## config.mk

```make
export PLATFORM = sky130hd
export DESIGN_NAME = dsi_pkt_framer
export DESIGN_NICKNAME = d
export VERILOG_FILES = /design/src/rtl/dsi_pkt_framer.sv
export SDC_FILE = /design/constraint.sdc
export NUM_CORES = 1
export LEC_CHECK = 0
export BUFFER_PORTS_ARGS = -buffer_cell sky130_fd_sc_hd__buf_2
export CORE_ASPECT_RATIO = 1.5
export CORE_MARGIN = 4
export CORE_UTILIZATION = 55
export DETAILED_ROUTE_END_ITERATION = 8
export PLACE_DENSITY = 0.77
export SLEW_MARGIN = 20
export SYNTH_ARGS = -nofsm -noshare
export SYNTH_HDL_FRONTEND = slang
export SYNTH_SLANG_ARGS = --single-unit
```

## constraint.sdc

```tcl
create_clock -name i_clk -period 3.22 [get_ports i_clk]
set_clock_uncertainty 0.15 [all_clocks]
set_input_delay 0.161 -clock i_clk [delete_from_list [all_inputs] [get_ports i_clk]]
set_output_delay 0.161 -clock i_clk [all_outputs]
set_load 0.01 [all_outputs]
```

## src/rtl/dsi_pkt_framer.sv

```systemverilog
// ---------------------------------------------------------------------------
// dsi_pkt_framer
//
// Purpose:
//   Turns a byte stream held in the pixel FIFO (read side, lane-clock domain)
//   into MIPI DSI packets. A packet is sent as a byte stream:
//     short packet : DI, data0, data1, ECC
//     long packet  : DI, WC[7:0], WC[15:8], ECC, payload..., CRC[7:0], CRC[15:8]
//   The block sits between the FIFO read port and the lane distributor.
//
// Build option:
//   DSI_PKT_CRC_EN  defined   -> footer carries CRC16-CCITT (reflected,
//                                poly 0x8408, init 0xFFFF) of the payload.
//                   undefined -> CRC logic is removed and the footer is
//                                8'h00, 8'h00 ("checksum not computed").
//   Header, ECC and payload timing are identical in both builds.
//
// Parameters:
//   WC_BITS        payload byte counter width (16 for DSI)
//
// Ports:
//   i_clk          lane-domain clock
//   i_rst          asynchronous, active-high reset
//   i_start        packet request, sampled only while idle
//   i_is_long      1 = long packet, 0 = short packet
//   i_vc           virtual channel -> DI[7:6]
//   i_data_type    DSI data type   -> DI[5:0]
//   i_word_count   long: payload byte count; short: {data1, data0}
//   o_busy         high from accepted start until done
//   o_done         one-cycle pulse after the last byte handshakes
//   i_fifo_data    FIFO head byte (fall-through)
//   i_fifo_empty   FIFO empty flag
//   o_fifo_oe      FIFO pop strobe
//   o_out_data     packet byte
//   o_out_valid    o_out_data valid
//   i_out_ready    downstream accepts when o_out_valid & i_out_ready
// ---------------------------------------------------------------------------
module dsi_pkt_framer #(
  parameter int WC_BITS = 16
) (
  input  logic        i_clk,
  input  logic        i_rst,
  input  logic        i_start,
  input  logic        i_is_long,
  input  logic [1:0]  i_vc,
  input  logic [5:0]  i_data_type,
  input  logic [15:0] i_word_count,
  output logic        o_busy,
  output logic        o_done,
  input  logic [7:0]  i_fifo_data,
  input  logic        i_fifo_empty,
  output logic        o_fifo_oe,
  output logic [7:0]  o_out_data,
  output logic        o_out_valid,
  input  logic        i_out_ready
);

  typedef enum logic [2:0] {
    S_IDLE = 3'd0,
    S_HDR  = 3'd1,
    S_PAY  = 3'd2,
    S_FTR  = 3'd3,
    S_END  = 3'd4
  } state_t;

  localparam logic [WC_BITS-1:0] CNT_ZERO = {WC_BITS{1'b0}};
  localparam logic [WC_BITS-1:0] CNT_ONE  = {{(WC_BITS-1){1'b0}}, 1'b1};

  // DSI header ECC: modified Hamming code over the 24 header bits, P7/P6 = 0.
  function automatic logic [7:0] ecc_calc(input logic [23:0] d);
    logic [7:0] e;
    e[0] = d[0] ^ d[1] ^ d[2] ^ d[4] ^ d[5] ^ d[7] ^ d[10] ^ d[11] ^ d[13] ^
           d[16] ^ d[20] ^ d[21] ^ d[22] ^ d[23];
    e[1] = d[0] ^ d[1] ^ d[3] ^ d[4] ^ d[6] ^ d[8] ^ d[10] ^ d[12] ^ d[14] ^
           d[17] ^ d[20] ^ d[21] ^ d[22] ^ d[23];
    e[2] = d[0] ^ d[2] ^ d[3] ^ d[5] ^ d[6] ^ d[9] ^ d[11] ^ d[12] ^ d[15] ^
           d[18] ^ d[20] ^ d[21] ^ d[22];
    e[3] = d[1] ^ d[2] ^ d[3] ^ d[7] ^ d[8] ^ d[9] ^ d[13] ^ d[14] ^ d[15] ^
           d[19] ^ d[20] ^ d[21] ^ d[23];
    e[4] = d[4] ^ d[5] ^ d[6] ^ d[7] ^ d[8] ^ d[9] ^ d[16] ^ d[17] ^ d[18] ^
           d[19] ^ d[20] ^ d[22] ^ d[23];
    e[5] = d[10] ^ d[11] ^ d[12] ^ d[13] ^ d[14] ^ d[15] ^ d[16] ^ d[17] ^
           d[18] ^ d[19] ^ d[21] ^ d[22] ^ d[23];
    e[7:6] = 2'b00;
    return e;
  endfunction

  state_t             r_state;
  state_t             w_state_nxt;
  logic [1:0]         r_idx;
  logic [1:0]         w_idx_nxt;
  logic [WC_BITS-1:0] r_cnt;
  logic [7:0]         r_di;
  logic [15:0]        r_wc;
  logic               r_long;
  logic [7:0]         r_out_data;
  logic               r_out_valid;
  logic               r_busy;
  logic               r_done;

  logic               w_load;
  logic               w_accept;
  logic               w_emit;
  logic               w_pop;
  logic               w_finish;
  logic [7:0]         w_byte;
  logic [7:0]         w_ecc;
  logic [15:0]        w_footer;

  // The output register may take a new byte when empty or being drained.
  assign w_load = ~r_out_valid | i_out_ready;

  // Header bits: DI = [7:0], WC low = [15:8], WC high = [23:16].
  assign w_ecc = ecc_calc({r_wc, r_di});

  assign o_busy      = r_busy;
  assign o_done      = r_done;
  assign o_out_data  = r_out_data;
  assign o_out_valid = r_out_valid;
  // The pop is combinational so the FIFO advances on the same edge the head
  // byte is captured into the output register.
  assign o_fifo_oe   = w_pop;

`ifdef DSI_PKT_CRC_EN
  // Reflected CRC16-CCITT, one byte processed LSB first.
  function automatic logic [15:0] crc16_byte(input logic [15:0] c, input logic [7:0] d);
    logic [15:0] r;
    r = c;
    for (int i = 0; i < 8; i++) begin
      if ((r[0] ^ d[i]) == 1'b1) begin
        r = {1'b0, r[15:1]} ^ 16'h8408;
      end else begin
        r = {1'b0, r[15:1]};
      end
    end
    return r;
  endfunction

  logic [15:0] r_crc;

  // Payload CRC accumulator: seeded on packet accept, advanced on every pop.
  always_ff @(posedge i_clk or posedge i_rst) begin
    if (i_rst) begin
      r_crc <= 16'hFFFF;
    end else if (w_accept) begin
      r_crc <= 16'hFFFF;
    end else if (w_pop) begin
      r_crc <= crc16_byte(r_crc, i_fifo_data);
    end else begin
      r_crc <= r_crc;
    end
  end

  assign w_footer = r_crc;
`else
  assign w_footer = 16'h0000;
`endif

  // State and byte-index registers.
  always_ff @(posedge i_clk or posedge i_rst) begin
    if (i_rst) begin
      r_state <= S_IDLE;
      r_idx   <= 2'd0;
    end else begin
      r_state <= w_state_nxt;
      r_idx   <= w_idx_nxt;
    end
  end

  // Next-state logic and selection of the byte to load.
  always_comb begin
    w_state_nxt = r_state;
    w_idx_nxt   = r_idx;
    w_accept    = 1'b0;
    w_emit      = 1'b0;
    w_pop       = 1'b0;
    w_finish    = 1'b0;
    w_byte      = 8'h00;
    case (r_state)
      S_IDLE: begin
        if (i_start) begin
          w_accept    = 1'b1;
          w_idx_nxt   = 2'd0;
          w_state_nxt = S_HDR;
        end else begin
          w_state_nxt = S_IDLE;
        end
      end
      S_HDR: begin
        if (w_load) begin
          w_emit = 1'b1;
          case (r_idx)
            2'd0:    w_byte = r_di;
            2'd1:    w_byte = r_wc[7:0];
            2'd2:    w_byte = r_wc[15:8];
            2'd3:    w_byte = w_ecc;
            default: w_byte = 8'h00;
          endcase
          if (r_idx == 2'd3) begin
            w_idx_nxt = 2'd0;
            // A zero-length long packet goes straight to its footer.
            if (!r_long) begin
              w_state_nxt = S_END;
            end else if (r_cnt == CNT_ZERO) begin
              w_state_nxt = S_FTR;
            end else begin
              w_state_nxt = S_PAY;
            end
          end else begin
            w_idx_nxt = r_idx + 2'd1;
          end
        end else begin
          w_emit = 1'b0;
        end
      end
      S_PAY: begin
        // No byte is loaded while the FIFO is empty; the output register
        // drains and the state waits for data.
        if (w_load && !i_fifo_empty && (r_cnt != CNT_ZERO)) begin
          w_emit = 1'b1;
          w_pop  = 1'b1;
          w_byte = i_fifo_data;
          if (r_cnt == CNT_ONE) begin
            w_state_nxt = S_FTR;
          end else begin
            w_state_nxt = S_PAY;
          end
        end else begin
          w_emit = 1'b0;
        end
      end
      S_FTR: begin
        if (w_load) begin
          w_emit = 1'b1;
          if (r_idx == 2'd0) begin
            w_byte    = w_footer[7:0];
            w_idx_nxt = 2'd1;
          end else begin
            w_byte      = w_footer[15:8];
            w_idx_nxt   = 2'd0;
            w_state_nxt = S_END;
          end
        end else begin
          w_emit = 1'b0;
        end
      end
      S_END: begin
        // Wait for the final byte to be accepted before signalling done.
        if (r_out_valid && i_out_ready) begin
          w_finish    = 1'b1;
          w_state_nxt = S_IDLE;
        end else begin
          w_state_nxt = S_END;
        end
      end
      default: begin
        w_state_nxt = S_IDLE;
        w_idx_nxt   = 2'd0;
      end
    endcase
  end

  // Packet fields, payload counter, output register and status flags.
  always_ff @(posedge i_clk or posedge i_rst) begin
    if (i_rst) begin
      r_di        <= 8'h00;
      r_wc        <= 16'h0000;
      r_long      <= 1'b0;
      r_cnt       <= CNT_ZERO;
      r_out_data  <= 8'h00;
      r_out_valid <= 1'b0;
      r_busy      <= 1'b0;
      r_done      <= 1'b0;
    end else begin
      if (w_accept) begin
        r_di   <= {i_vc, i_data_type};
        r_wc   <= i_word_count;
        r_long <= i_is_long;
        r_cnt  <= i_word_count[WC_BITS-1:0];
      end else if (w_pop) begin
        r_cnt <= r_cnt - CNT_ONE;
      end else begin
        r_cnt <= r_cnt;
      end

      if (w_emit) begin
        r_out_data  <= w_byte;
        r_out_valid <= 1'b1;
      end else if (w_load) begin
        r_out_valid <= 1'b0;
      end else begin
        r_out_valid <= r_out_valid;
      end

      if (w_accept) begin
        r_busy <= 1'b1;
      end else if (w_finish) begin
        r_busy <= 1'b0;
      end else begin
        r_busy <= r_busy;
      end

      r_done <= w_finish;
    end
  end

endmodule

```

==> Implementation_results.wiki <==
{| class="wikitable"
! Metric !! Value
|-
| Result of the run || completed
|-
| Sum of negative setup slack || 0 ns
|-
| Number of antenna violations at the first check in global routing || 0
|-
| Type of the tightest min-delay check || in -> reg
|-
| Critical Path Start Type || flip-flop
|-
| Shortest period the worst path allows || ~2.7 ns
|-
| Unique cell type count in the Yosys netlist || 46
|-
| Worst EP arrival || 2.36 ns
|-
| Per-cell via count in the routed design || ~5.6
|-
| CP Buf/Inv Count || 2
|-
| Syn Nets || 414
|-
| Clock buffer count from CTS || 9
|-
| Number of H-tree levels || 3
|-
| F_max || approximately 370 MHz
|-
| Max-slew headroom || between 50% and 60%
|-
| Max-capacitance violation count || 0
|-
| Worst hold margin || about 0.02 ns
|-
| Relative contribution of the clock network to total power || between 15 and 20%
|-
| Unrepaired setup endpoints after global routing || no
|-
| Share of total power in combinational logic || 55.0%
|-
| Clk pin slew, worst setup/hold paths || 0.07 ns
|-
| Portion of total power attributed to sequential cells || 29.0%
|-
| GRT Total Usage || around a quarter
|-
| Global placer's final weighted congestion || 0.8668
|-
| Fin crit share || a little over 80%
|-
| Cell family with most CP delay || simple AND/OR/NAND/NOR gates
|-
| Core Box Area || 5913 um2
|-
| Net switching share of the total power || 37.57%
|-
| Leakage || approximately 2 nW
|-
| Worst path required time || 2.91 ns
|-
| Multiplexer share of the synthesized area || less than 1%
|-
| Drt initial violations || ~180
|-
| Router iterations before antenna repair || 4
|-
| Worst Max-Slew Pin Slew || around 0.75 ns
|-
| Adder-Cell Fraction of Synth Area || roughly 2.2%
|-
| Portion of the post-synthesis area used by sequential elements || 41.91%
|-
| Dominant combinational cell family by area after synthesis || simple AND/OR/NAND/NOR gates
|-
| Switching power || a little under 2 mW
|-
| Maximum fanout along the worst path || 15
|-
| Cell Int Power || 3.212 mW
|-
| Die area || 7536 um2
|-
| Synth warnings || 0
|-
| Number of DRC violations after detailed routing || 0
|-
| Count of flip-flops with a built-in enable after synthesis || 0
|-
| Crit path cell chain || or3b_4 -> nor3_1 -> nand2_1 -> inv_2 -> buf_2
|-
| Die height || approximately 100 um
|-
| Worst ir drop on vdd || 0.6417 mV
|-
| Max-slew violation count || 0
|-
| Standard cell with the maximum stage delay on the critical path || dfrtp_1
|-
| Clk root buf || clkbuf_8
|-
| Number of cells produced by synthesis || 370
|-
| Buffers added on ports || 49
|-
| Synth Cell Area || approximately 3400 um2
|-
| Routed wire length per instance || between 15 and 20 um
|-
| Layout cell share with drive strength beyond 1 || between 10% and 20%
|-
| PnR Total Power || 5.146 mW
|-
| Clock tree from TritonCTS || done
|-
| Overflow left after global routing || 0
|-
| Type of destination of the critical path || primary output
|-
| Most used DFF post-synth || dfrtp_1
|-
| Post-CTS repair timing setup buffer count || 0
|-
| Post-synthesis xor/xnor area fraction || roughly 16%
|-
| Mean cell area of the mapped netlist || roughly 9 um2
|-
| Synth-to-layout area growth || 26.07%
|-
| Compound-cell area share of the yosys netlist || between 10% and 20%
|-
| Sink count of the clock tree || 57
|-
| Routed WL || a little under 9000 um
|-
| Clock latency on the worst-skew pair || between 0.3 and 0.4 ns
|-
| Initial cell density of the core || a little under three fifths
|-
| Die width || just over 70 um
|-
| Power Density || around 1200 nW/um2
|-
| Largest net degree at the start of global routing || 37
|-
| Post-synth ARST share || 100.0%
|-
| Category of the critical setup timing path || reg -> out
|-
| Placed wire-length estimate || 6265 um
|-
| Total count of hold-check failures in the final report || 0
|-
| Largest stage delay on the critical path || 0.58 ns
|-
| Via total after detailed routing || about 3.0k
|-
| Setup-violating endpoint count in the final report || 0
|-
| Number of diodes added for antenna fixing || 0
|-
| Simple-gate share of the synthesized area || between 20% and 30%
|-
| Final layout net count || 497
|-
| Count of pins on the block boundary || 50
|-
| Total of flip-flops plus latches after synthesis || 57
|-
| Number of core rows || 34
|-
| Via count of the first global-routing pass || 3053
|-
| Wire length of the first global-routing pass || between 10000 and 15000 um
|-
| Count of nets left with antenna violations after detail routing || 0
|-
| Max Buffers Root-to-Sink || 2
|}
cell families after synthesis:
logic type / count (synthesis)
adders and majority gates: 6
and+or+nand+nor: 163
muxes: 1
AOI/OAI and AO/OA: 70
DFF: 57
xor gates and xnor gates: 47
buffers and inverters: 26
cell usage in the layout, fill, tap and decap left out, types with 14 or more instances in the layout:
cell type	count
xor2_1	16
dlygate4sd3_1	34
buf_2	49
nand3_1	20
nand2_1	88
o21ai_0	25
nor2_1	15
a21oi_1	14
xnor2_1	21
dfrtp_1	57
metal layers:
| layer | up-vias | share of wire (%) | wire length (um) | GRT usage (%) |
|---|---|---|---|---|
| li1 | 1461 | - | - | - |
| met1 | 1399 | 40 | 3527 | 29.66 |
| met2 | 93 | 52 | 4486 | 42.24 |
| met3 | 19 | 4.1 | 359 | 4.449 |
| met4 | 0 | 3.9 | 336 | 13.98 |
| met5 | - | 0 | 0 | 0 |
power groups by stage:
stage / logic [mW] / clock network, mW / registers, mW
6_report: 2.83 / 0.820 / 1.49
3_5_place_dp: 2.79 / 0 / 1.50
3_3_place_gp: 2.72 / 0 / 1.48
4_1_cts: 2.83 / 0.831 / 1.48
5_1_grt: 3.10 / 0.873 / 1.54
2_1_floorplan: 2.34 / 0 / 1.37
cell usage after synthesis (4+ instances only):
library cell	number	area share, %
xnor3_1	9	6.0
nor3_1	7	1.0
nor2_1	15	1.7
a21oi_1	14	2.1
xnor2_1	21	5.4
nand2_1	88	9.7
o21ai_0	25	3.7
dfrtp_1	57	42
a31oi_1	4	0.74
ha_1	6	2.2
o211ai_1	9	2.0
a221o_1	8	2.4
nand3_1	20	2.9
nand4_1	6	1.1
clkbuf_1	13	1.4
xor2_1	16	4.1
inv_1	9	0.99
nand2b_1	4	0.74
state kept, by name (all words and copies together) (netlist names):
signal / cells
r_cnt: 16
r_wc: 16
o_out_data: 8
r_di: 8
r_state: 3
r_idx: 2
o_busy: 1
o_done: 1
o_out_valid: 1
r_long: 1
worst paths after layout:
kind | start | end | slack [ns] | cells after the start
setup / recovery | r_state[1]$_DFFE_PP0P_ | o_fifo_oe | 0.55 | 5
hold / removal | i_out_ready | o_done$_DFF_PP0_ | 0.02 | 2
setup reg to reg | r_state[1]$_DFFE_PP0P_ | r_cnt[12]$_DFFE_PP0P_ | 0.78 | 5
hold reg to reg | o_out_data[5]$_DFFE_PP0P_ | o_out_data[5]$_DFFE_PP0P_ | 0.37 | 2
max in group asynchronous | i_rst | o_out_data[7]$_DFFE_PP0P_ | 1.77 | 4
min in group asynchronous | i_rst | r_cnt[2]$_DFFE_PP0P_ | 0.35 | 3
area by class of cell:
cell class | count | area, um2
clock buffers | 9 | 123.9
fillers | 474 | 1623
well taps | 72 | 90.09
multi-input cells | 287 | 1874
clock inverters | 7 | 118.9
repair buffers | 87 | 615.6
flip-flops and latches | 57 | 1426
inverters | 11 | 41.29
stage by stage:
stage	worst slack, ns	utilization (%)	cells	cell area, um2
after detailed placement	0.8035	62.70	480	3707
final	0.5484	72.56	530	4290
after global routing	0.3992	72.56	530	4290
after floorplan	1.063	-	370	3403
after global placement	0.8657	62.70	480	3707
after CTS	0.5393	72.56	530	4290
timing repair:
item,4_1_cts,5_1_grt
hold buffers,34,0
endpoints found under the hold margin,84,0
resized for setup,0,0
No activity file was read; power rests on OpenSTA's default activity.
